<file path="src/rtl/btb_pkg.sv">
// rtl/btb_pkg.sv - shared types, widths and the BTB entry update rule
package btb_pkg;

  localparam int PC_W    = 14;
  localparam int IDX_W   = 9;
  localparam int TAG_W   = 5;
  localparam int FIFO_D  = 4;
  localparam int ENTRY_W = TAG_W + 2 + PC_W;

  typedef struct packed {
    logic [TAG_W-1:0] tag;
    logic             v;
    logic             s;
    logic [PC_W-1:0]  tgt;
  } btb_entry_t;

  typedef struct packed {
    logic [PC_W-1:0] pc;
    logic            taken;
    logic [PC_W-1:0] target;
  } upd_rec_t;

  typedef struct packed {
    logic       we;
    btb_entry_t entry;
  } btb_wr_t;

  typedef enum logic [1:0] {CLEAR, IDLE, RD, WB} state_e;

  // Two-level confidence: S marks a strong entry; a not-taken hit first weakens, then invalidates.
  function automatic btb_wr_t btb_update(input btb_entry_t cur, input upd_rec_t rec);
    btb_wr_t r;
    logic    hit;
    hit         = cur.v && (cur.tag == rec.pc[PC_W-1:IDX_W]);
    r.we        = 1'b0;
    r.entry     = cur;
    r.entry.tag = rec.pc[PC_W-1:IDX_W];
    if (rec.taken) begin
      if (!hit) begin
        r.we        = 1'b1;
        r.entry.v   = 1'b1;
        r.entry.s   = 1'b0;
        r.entry.tgt = rec.target;
      end else if (cur.tgt == rec.target) begin
        r.we        = !cur.s;
        r.entry.s   = 1'b1;
      end else begin
        r.we        = 1'b1;
        r.entry.s   = 1'b0;
        r.entry.tgt = rec.target;
      end
    end else if (hit) begin
      r.we = 1'b1;
      if (cur.s) r.entry.s = 1'b0;
      else       r.entry.v = 1'b0;
    end
    return r;
  endfunction

endpackage

</file>
<file path="src/rtl/btb_upd_fifo.sv">
// rtl/btb_upd_fifo.sv - synchronous FIFO of resolved-branch records
module btb_upd_fifo
  import btb_pkg::*;
#(
  parameter int DEPTH = FIFO_D
) (
  input  logic     clk,
  input  logic     rst_n,
  input  logic     push_i,
  input  upd_rec_t din_i,
  input  logic     pop_i,
  output upd_rec_t head_o,
  output logic     full_o,
  output logic     empty_o,
  output logic     last_o
);

  localparam int AW = $clog2(DEPTH);

  logic [AW:0] wr_ptr_q, wr_ptr_d;
  logic [AW:0] rd_ptr_q, rd_ptr_d;
  logic [AW:0] count;
  logic        do_push, do_pop;
  upd_rec_t    mem_q [DEPTH];

  // Extra pointer MSB distinguishes full from empty when the index bits match.
  assign full_o  = (wr_ptr_q[AW] != rd_ptr_q[AW]) && (wr_ptr_q[AW-1:0] == rd_ptr_q[AW-1:0]);
  assign empty_o = (wr_ptr_q == rd_ptr_q);
  assign count   = wr_ptr_q - rd_ptr_q;
  assign last_o  = (count == {{AW{1'b0}}, 1'b1});
  assign head_o  = mem_q[rd_ptr_q[AW-1:0]];

  assign do_push = push_i && !full_o;
  assign do_pop  = pop_i && !empty_o;

  always_comb begin
    wr_ptr_d = wr_ptr_q;
    rd_ptr_d = rd_ptr_q;
    if (do_push) wr_ptr_d = wr_ptr_q + (AW+1)'(1);
    if (do_pop)  rd_ptr_d = rd_ptr_q + (AW+1)'(1);
  end

  always_ff @(posedge clk or negedge rst_n) begin
    if (!rst_n) begin
      wr_ptr_q <= '0;
      rd_ptr_q <= '0;
    end else begin
      wr_ptr_q <= wr_ptr_d;
      rd_ptr_q <= rd_ptr_d;
    end
  end

  always_ff @(posedge clk) begin
    if (do_push) mem_q[wr_ptr_q[AW-1:0]] <= din_i;
  end

endmodule

</file>
<file path="src/rtl/btb_update_engine.sv">
// rtl/btb_update_engine.sv - BTB write side: clear sweep, then buffered read-modify-write updates
module btb_update_engine
  import btb_pkg::*;
(
  input  logic               clk,
  input  logic               rst_n,
  input  logic               upd_valid,
  output logic               upd_ready,
  input  logic [PC_W-1:0]    upd_pc,
  input  logic               upd_taken,
  input  logic [PC_W-1:0]    upd_target,
  output logic               rd_en,
  output logic [IDX_W-1:0]   rd_addr,
  input  logic [ENTRY_W-1:0] rd_data,
  output logic               wr_en,
  output logic [IDX_W-1:0]   wr_addr,
  output logic [ENTRY_W-1:0] wr_data,
  output logic               init_done,
  output logic               busy
);

  state_e           state_q, state_d;
  logic [IDX_W-1:0] cnt_q, cnt_d;
  logic             init_done_q, init_done_d;

  upd_rec_t   push_rec, head;
  logic       push, pop, fifo_full, fifo_empty, fifo_last;
  btb_entry_t rd_entry;
  btb_wr_t    upd_res;

  assign push_rec  = '{pc: upd_pc, taken: upd_taken, target: upd_target};
  // Ready depends only on registered state; a pop in the same cycle never frees a slot early.
  assign upd_ready = init_done_q && !fifo_full;
  assign push      = upd_valid && upd_ready;
  assign pop       = (state_q == WB);

  btb_upd_fifo #(.DEPTH(FIFO_D)) u_fifo (
    .clk     (clk),
    .rst_n   (rst_n),
    .push_i  (push),
    .din_i   (push_rec),
    .pop_i   (pop),
    .head_o  (head),
    .full_o  (fifo_full),
    .empty_o (fifo_empty),
    .last_o  (fifo_last)
  );

  assign rd_entry  = btb_entry_t'(rd_data);
  assign upd_res   = btb_update(rd_entry, head);
  assign init_done = init_done_q;
  assign busy      = !fifo_empty || (state_q != IDLE);

  always_comb begin
    state_d     = state_q;
    cnt_d       = cnt_q;
    init_done_d = init_done_q;
    rd_en       = 1'b0;
    rd_addr     = '0;
    wr_en       = 1'b0;
    wr_addr     = '0;
    wr_data     = '0;
    unique case (state_q)
      CLEAR: begin
        // Gated by rst_n so the sweep write is withdrawn the moment reset asserts.
        wr_en   = rst_n;
        wr_addr = rst_n ? cnt_q : '0;
        cnt_d   = cnt_q + IDX_W'(1);
        if (cnt_q == {IDX_W{1'b1}}) begin
          init_done_d = 1'b1;
          state_d     = IDLE;
        end
      end
      IDLE: begin
        if (!fifo_empty) state_d = RD;
      end
      RD: begin
        rd_en   = 1'b1;
        rd_addr = head.pc[IDX_W-1:0];
        state_d = WB;
      end
      WB: begin
        wr_en   = upd_res.we;
        wr_addr = upd_res.we ? head.pc[IDX_W-1:0] : '0;
        wr_data = upd_res.we ? upd_res.entry : '0;
        state_d = fifo_last ? IDLE : RD;
      end
      default: state_d = CLEAR;
    endcase
  end

  always_ff @(posedge clk or negedge rst_n) begin
    if (!rst_n) begin
      state_q     <= CLEAR;
      cnt_q       <= '0;
      init_done_q <= 1'b0;
    end else begin
      state_q     <= state_d;
      cnt_q       <= cnt_d;
      init_done_q <= init_done_d;
    end
  end

endmodule

</file>
<file path="config.mk">
export PLATFORM = sky130hd
export DESIGN_NAME = btb_update_engine
export DESIGN_NICKNAME = d
export VERILOG_FILES = /design/src/rtl/btb_pkg.sv /design/src/rtl/btb_upd_fifo.sv /design/src/rtl/btb_update_engine.sv
export SDC_FILE = /design/constraint.sdc
export NUM_CORES = 1
export LEC_CHECK = 0
export ABC_AREA = 1
export CAP_MARGIN = 20
export CORE_UTILIZATION = 25
export DETAILED_ROUTE_END_ITERATION = 6
export PLACE_DENSITY = 0.51
export SYNTH_ARGS = -nofsm -noshare
export SYNTH_HDL_FRONTEND = slang
export SYNTH_SLANG_ARGS = --single-unit
</file>
<file path="constraint.sdc">
create_clock -name clk -period 4.4 [get_ports clk]
set_clock_uncertainty 0.15 [all_clocks]
set_input_delay 0.66 -clock clk [delete_from_list [all_inputs] [get_ports clk]]
set_output_delay 0.66 -clock clk [all_outputs]
set_load 0.005 [all_outputs]
</file>
==> impl_metrics.json, run 1 <==
{
  "status": "finished clean",
  "ys_types": 36,
  "clock_latency_ns": 0.42,
  "crit_buf_inv": 3,
  "critical_path_arrival_ns": 3.33,
  "overflow": 0,
  "fill_cells": 2588,
  "power_density_nw_per_um2": 348,
  "avgSynthCellArea_um2": 10.0,
  "hold_class": "reg -> reg",
  "clkSinkCount": 134,
  "io_pins": 97,
  "placed_area_um2": 7780,
  "synth-compound-area-share": 0.0552,
  "synth_edf_count": 116,
  "drive_gt1_frac": 0.0803,
  "rows": 58,
  "cts-root-buf": "clkbuf_16",
  "routabilityCongestion": 0.760,
  "ys_async_sr_fraction": 0.134,
  "slew_viol_final": 0,
  "min_path_cells": 1,
  "cts_setup_buffers": 0,
  "die_h_um": 163,
  "grtUsageTotal": 0.130,
  "setup_tns_ns": 0,
  "syn-cell-area_um2": 6460,
  "first_pass_iters": 6,
  "synthXorXnorAreaFrac": 0.0149,
  "antenna_found_initial": 2,
  "yosysTopAreaCell": "edfxtp_1",
  "grt_pass1_wl_mm": 25.9,
  "dr_total_vias": 4762,
  "cp_slowest_stage_delay_ns": 0.46,
  "cts_resized": 0,
  "core_um2": 25300,
  "peakVddDrop_mv": 0.186,
  "cts_buffer_depth": 2,
  "fin_nets": 815,
  "cts_tree": "done",
  "critical_path_depth": 14,
  "max_freq_mhz": 241,
  "multi_input_area_um2": 2170,
  "endpoint_kind": "primary output",
  "die_w_um": 163,
  "start_kind": "flip-flop",
  "final-setup-viol-count": 0,
  "seq_area_um2": 3940,
  "hold_buffers": 0,
  "drc_errors": 0,
  "path_common_cell": "nand2_1",
  "synth_seq_cells": 134,
  "crit_fanout": 14,
  "htree_levels": 4,
  "synth_simple_gate_area_frac": 0.235,
  "synth_seq_area_share": 0.609,
  "critical_path.top_delay_family": "simple AND/OR/NAND/NOR gates",
  "ys.flop_type": "edfxtp_1",
  "yosysTopAreaCellShare": 0.539,
  "wl_mm": 16.6,
  "routedWlPerCell_um": 15.2,
  "yosys-top-cells-area": "edfxtp_1 54%, nand2_1 12%, dfrtp_1 7.0%, nand3_1 6.1%, nor2_1 2.9%",
  "muxShareOfSynthArea": 0,
  "required_ns": 3.59,
  "maxCapViolCount": 0,
  "yosys.cell_count.top_type": "nand2_1",
  "leakage_nw": 3.25,
  "synth_fa_ha_area_frac": 0.0283,
  "yosysWarnings": 0,
  "dieArea_um2": 26500,
  "numCtsBuffers": 17,
  "max_slew_margin": 0.558,
  "crit_slowest_cell": "clkdlybuf4s50_1",
  "fin_crit_ns": 4.14,
  "critPathKind": "reg -> out",
  "synth_nets": 713,
  "hold_viol": 0,
  "rsz0062_at_grt": "false",
  "synthCells": 646,
  "vias_per_cell": 4.36,
  "drtAntennaViolNets": 0,
  "initial_core_util": 0.256,
  "path_clk_slew_ns": 0.06,
  "design_area_um2": 8380,
  "synthToLayoutAreaGrowth_pct": 29.8,
  "grt_pass1_vias": 4751,
  "grt_max_degree": 42,
  "first_iter_violations": 233,
  "period_share": 0.941,
  "synth_top_family_by_area": "simple AND/OR/NAND/NOR gates",
  "synthTopCellsByCount": "207 x nand2_1, 116 x edfxtp_1, 79 x nand3_1",
  "tightest_slew_ns": 0.661,
  "io_buffer_count": 96,
  "detailedPlacementHpwl_mm": 11.4,
  "worstPathCellList": "inv_1 -> buf_12 -> nand3_1 -> nand2_1 -> nand2_1 -> nand2_1 -> nand2_1 -> nor2_1 -> nand2_1 -> nor2_2 -> nand4_2 -> nand3_1 -> nor2_1 -> clkdlybuf4s50_1",
  "reg2regPathDepth": 7
}
==> cells in the final DEF, fill, tap and decap left out, types with 2 or more instances in the layout <==
master           synthesis  layout
a21oi_1                 23      23
a32oi_1                  9       9
buf_12                   0       2
buf_4                    6      12
bufinv_16                0       3
clkbuf_16                0      17
clkdlybuf4s50_1          0      96
clkinv_1                 3       4
clkinvlp_4               0       3
dfrtp_1                 18      17
edfxtp_1               116     116
ha_1                    13      13
inv_1                   40      40
inv_2                    2       2
inv_6                    0       5
nand2_1                207     207
nand2_2                  2       2
nand3_1                 79      79
nand3_2                  2       2
nand3b_1                 8       8
nand4_1                  2       2
nor2_1                  50      46
nor2_2                   1       4
o21ai_0                 20      20
or2_1                    2       2
xor2_1                  10      10
==> cells by family (layout without fill, tap and decap cells) <==
logic type,after synthesis,in the layout
AOI/OAI and AO/OA,57,57
xor gates and xnor gates,11,11
buffers and inverters,73,187
DFF,134,134
adders and majority gates,14,14
and+or+nand+nor,357,357
other,0,1
==> routing by layer <==
layer	vias up	GRT usage	wire, um
met3	32	0.0303	748
met1	2248	0.151	6950
met4	0	0.0629	438
met2	85	0.226	8430
met5	-	0	0
li1	2397	-	-
==> worst paths after layout <==
kind	slack (ns)	to	from
max	0.26	wr_data[13]	u_fifo.rd_ptr_q[1]$_DFFE_PN0P_
min	0.35	u_fifo.wr_ptr_q[2]$_DFFE_PN0P_	u_fifo.wr_ptr_q[2]$_DFFE_PN0P_
max reg2reg	1.07	u_fifo.mem_q[3][3]$_DFFE_PP_	u_fifo.rd_ptr_q[0]$_DFFE_PN0P_
min reg2reg	0.35	u_fifo.wr_ptr_q[2]$_DFFE_PN0P_	u_fifo.wr_ptr_q[2]$_DFFE_PN0P_
max in group asynchronous	3.38	u_fifo.rd_ptr_q[0]$_DFFE_PN0P_	rst_n
min in group asynchronous	0.50	cnt_q[4]$_DFFE_PN0P_	rst_n
==> layout make-up <==
| class | instances | share of cell area |
|---|---|---|
| multi-input combinational | 439 | 0.259 |
| timing repair buffer | 110 | 0.130 |
| clock inverter | 14 | 0.0207 |
| inverter | 46 | 0.0209 |
| antenna | 1 | 0.000299 |
| sequential | 134 | 0.469 |
| clock buffer | 17 | 0.0507 |
| tap | 330 | 0.0493 |
==> state kept, by name, indices dropped and copies added, names as in the netlist <==
register,count
u_fifo.mem_q,116
u_fifo.rd_ptr_q,3
init_done,1
state_q,2
u_fifo.wr_ptr_q,3
cnt_q,9
==> per-stage QoR <==
step / hold slack [ns] / power [mW] / std cells / utilization / setup slack (ns)
floorplan: 0.214 / 1.43 / 646 / - / 0.820
global placement: 0.336 / 1.50 / 1059 / 0.308 / 0.643
detailed placement: 0.335 / 1.50 / 1059 / 0.308 / 0.628
CTS: 0.345 / 2.94 / 1090 / 0.332 / 0.214
global route: 0.375 / 2.99 / 1091 / 0.332 / 0.0113
finish: 0.353 / 2.91 / 1091 / 0.332 / 0.259
==> power breakdown <==
part | leakage, nW | switching [mW] | internal, mW
clock | 0.285 | 0.546 | 0.893
sequential | 1.27 | 0 | 1.38
combinational | 1.69 | 0.0405 | 0.0537
(Power assumes the default switching activity.)
==> inputs of run 2 (changes only) <==
--- a/config.mk
+++ b/config.mk
@@ -7,9 +7,11 @@
 export LEC_CHECK = 0
 export ABC_AREA = 1
 export CAP_MARGIN = 20
-export CORE_UTILIZATION = 25
+export CELL_PAD_IN_SITES_DETAIL_PLACEMENT = 1
+export CELL_PAD_IN_SITES_GLOBAL_PLACEMENT = 2
+export CORE_UTILIZATION = 34
 export DETAILED_ROUTE_END_ITERATION = 6
-export PLACE_DENSITY = 0.51
+export PLACE_DENSITY = 0.87
 export SYNTH_ARGS = -nofsm -noshare
 export SYNTH_HDL_FRONTEND = slang
 export SYNTH_SLANG_ARGS = --single-unit
==> run 2 against run 1 <==
Critical path depth shrank 3. Largest power group unchanged. Hold slack gained 0.0073 ns. Maximum frequency grew 2.2%. Core utilization grew 11 points. Power grew 3.1%.
==> impl_metrics.json, run 2 (synthesis results as in run 1) <==
{
  "cp_slowest_stage_delay_ns": 0.56,
  "wl_mm": 17.8,
  "dieArea_um2": 19600,
  "hold_class": "reg -> reg",
  "grt_pass1_vias": 5354,
  "mostFrequentLayoutCells": "207 x nand2_1, 116 x edfxtp_1, 96 x clkdlybuf4s50_1, 79 x nand3_1, 46 x nor2_1",
  "final_common_cell": "nand2_1",
  "critical_path_arrival_ns": 3.24,
  "clkSinkCount": 134,
  "fin_crit_ns": 4.05,
  "fin_nets": 812,
  "dr_wl_met3_um": 662,
  "largest_reg_flops": 116,
  "highest_layer": "met4",
  "worstPathCellList": "inv_1 -> buf_4 -> nand3_1 -> nand2_1 -> nor2_1 -> nor2_1 -> nand3_2 -> a21oi_4 -> nand2_2 -> a21oi_1 -> clkdlybuf4s50_1",
  "path_clk_slew_ns": 0.06,
  "drtAntennaViolNets": 0,
  "critical_path.top_delay_family": "buffers and inverters",
  "vias_per_cell": 5.03,
  "drive_gt1_frac": 0.0739,
  "grt_max_degree": 61,
  "final-setup-viol-count": 0,
  "antenna_found_initial": 1,
  "power_density_nw_per_um2": 363,
  "peakVddDrop_mv": 0.254,
  "path_common_cell": "nor2_1",
  "numCtsBuffers": 17,
  "rows": 50,
  "crit_fanout": 25,
  "drt-met1-wl_mm": 7.41,
  "critPathKind": "reg -> out",
  "crit_slowest_cell": "clkdlybuf4s50_1",
  "die_w_um": 140,
  "routabilityCongestion": 0.735,
  "drc_errors": 0,
  "multi_input_area_um2": 2170,
  "fin_ws_ns": 0.349,
  "max_slew_margin": 0.659,
  "synthToLayoutAreaGrowth_pct": 28.1,
  "dp.cells": 960,
  "grt_pass1_wl_mm": 28.1,
  "io_pins": 97,
  "hold_viol": 0,
  "cts_tree": "done",
  "initial_core_util": 0.346,
  "routedWlPerCell_um": 18.0,
  "start_kind": "flip-flop",
  "overflow": 0,
  "first_pass_iters": 4,
  "htree_levels": 4,
  "crit_buf_inv": 3,
  "seq_area_um2": 3940,
  "rsz0062_at_grt": "false",
  "period_share": 0.921,
  "die_h_um": 140,
  "endpoint_kind": "primary output",
  "cts_buffer_depth": 2,
  "io_buffer_count": 96,
  "slew_viol_final": 0,
  "cts_setup_buffers": 0,
  "grtUsageTotal": 0.190,
  "max_freq_mhz": 247,
  "first_iter_violations": 330,
  "dr_total_vias": 4996,
  "stdcell_count": 993,
  "clock_latency_ns": 0.41,
  "preCtsSetupSlack_ns": 0.500,
  "maxCapViolCount": 0,
  "core_um2": 18600,
  "wl_met2_mm": 9.39,
  "leakage_nw": 3.25,
  "detailedPlacementHpwl_mm": 11.6,
  "tightest_slew_ns": 0.511,
  "status": "finished clean",
  "required_ns": 3.59,
  "cts-root-buf": "clkbuf_16",
  "fill_cells": 2079,
  "setup_tns_ns": 0
}
run 2: cell types whose count changed in the layout (fill, tap and decap cells not counted), sizes merged:
cell	previous run	this run
buf	14	11
bufinv	3	5
inv	48	42
clkinv	6	11
clkbuf	17	19
clkinvlp	3	1
run 2: cell type report:
| type | count | share of cell area |
|---|---|---|
| Sequential cell | 134 | 0.475 |
| Clock inverter | 13 | 0.0248 |
| Clock buffer | 19 | 0.0523 |
| Inverter | 46 | 0.0224 |
| Antenna cell | 1 | 0.000302 |
| Timing Repair Buffer | 107 | 0.128 |
| Multi-Input combinational cell | 439 | 0.262 |
| Tap cell | 234 | 0.0354 |
run 2: worst register-to-register path: stages (launching register included):
cell	delay (ns)
dfrtp_1	0.44
inv_1	0.11
buf_4	0.31
ha_1	0.33
a31oi_1	0.24
nand2_1	0.28
nor2_2	0.15
buf_4	0.45
run 2: metrics by stage:
| stage | hold slack, ns | instance area (um^2) | power, mW | util |
|---|---|---|---|---|
| floorplan | 0.214 | 6460 | 1.43 | - |
| global placement | 0.330 | 7610 | 1.50 | 0.408 |
| detailed placement | 0.346 | 7610 | 1.50 | 0.408 |
| CTS | 0.363 | 8250 | 3.02 | 0.443 |
| global route | 0.396 | 8280 | 3.09 | 0.444 |
| finish | 0.360 | 8280 | 3.00 | 0.444 |
run 2: path summary, 6_finish.rpt:
path / from / to / slack [ns] / depth (start not counted)
min in group asynchronous: rst_n / u_fifo.wr_ptr_q[1]$_DFFE_PN0P_ / 0.51 / 2
hold reg to reg: cnt_q[7]$_DFFE_PN0P_ / cnt_q[7]$_DFFE_PN0P_ / 0.36 / 1
setup / recovery: u_fifo.rd_ptr_q[1]$_DFFE_PN0P_ / wr_en / 0.35 / 11
hold / removal: cnt_q[7]$_DFFE_PN0P_ / cnt_q[7]$_DFFE_PN0P_ / 0.36 / 1
max in group asynchronous: rst_n / u_fifo.rd_ptr_q[0]$_DFFE_PN0P_ / 3.36 / 2
setup reg to reg: u_fifo.rd_ptr_q[1]$_DFFE_PN0P_ / u_fifo.mem_q[0][21]$_DFFE_PP_ / 1.56 / 7
run 2: report_power, final:
group	total [mW]	switching (mW)	internal, mW
sequential	1.38	0	1.38
combinational	0.0966	0.0428	0.0537
clock	1.53	0.524	1.00
total	3.00	0.566	2.44
run 2: timing repair:
item	CTS	global route
hold buffers	0	0
resized for setup	0	7
setup endpoints to repair	0	24
run 2: per-layer routing:
metal  global-route usage  up-vias
met5                    0        -
li1                     -     2386
met2                0.347      113
met1                0.221     2469
met4               0.0735        0
met3               0.0351       28
==> inputs of run 3 (changes only) <==
--- a/config.mk
+++ b/config.mk
@@ -10,6 +10,7 @@
 export CELL_PAD_IN_SITES_DETAIL_PLACEMENT = 1
 export CELL_PAD_IN_SITES_GLOBAL_PLACEMENT = 2
 export CORE_UTILIZATION = 34
+export CTS_CLUSTER_DIAMETER = 40
 export DETAILED_ROUTE_END_ITERATION = 6
 export PLACE_DENSITY = 0.87
 export SYNTH_ARGS = -nofsm -noshare
==> results of run 3 <==
Final layout, timing and power as in run 2 (identical DEF).
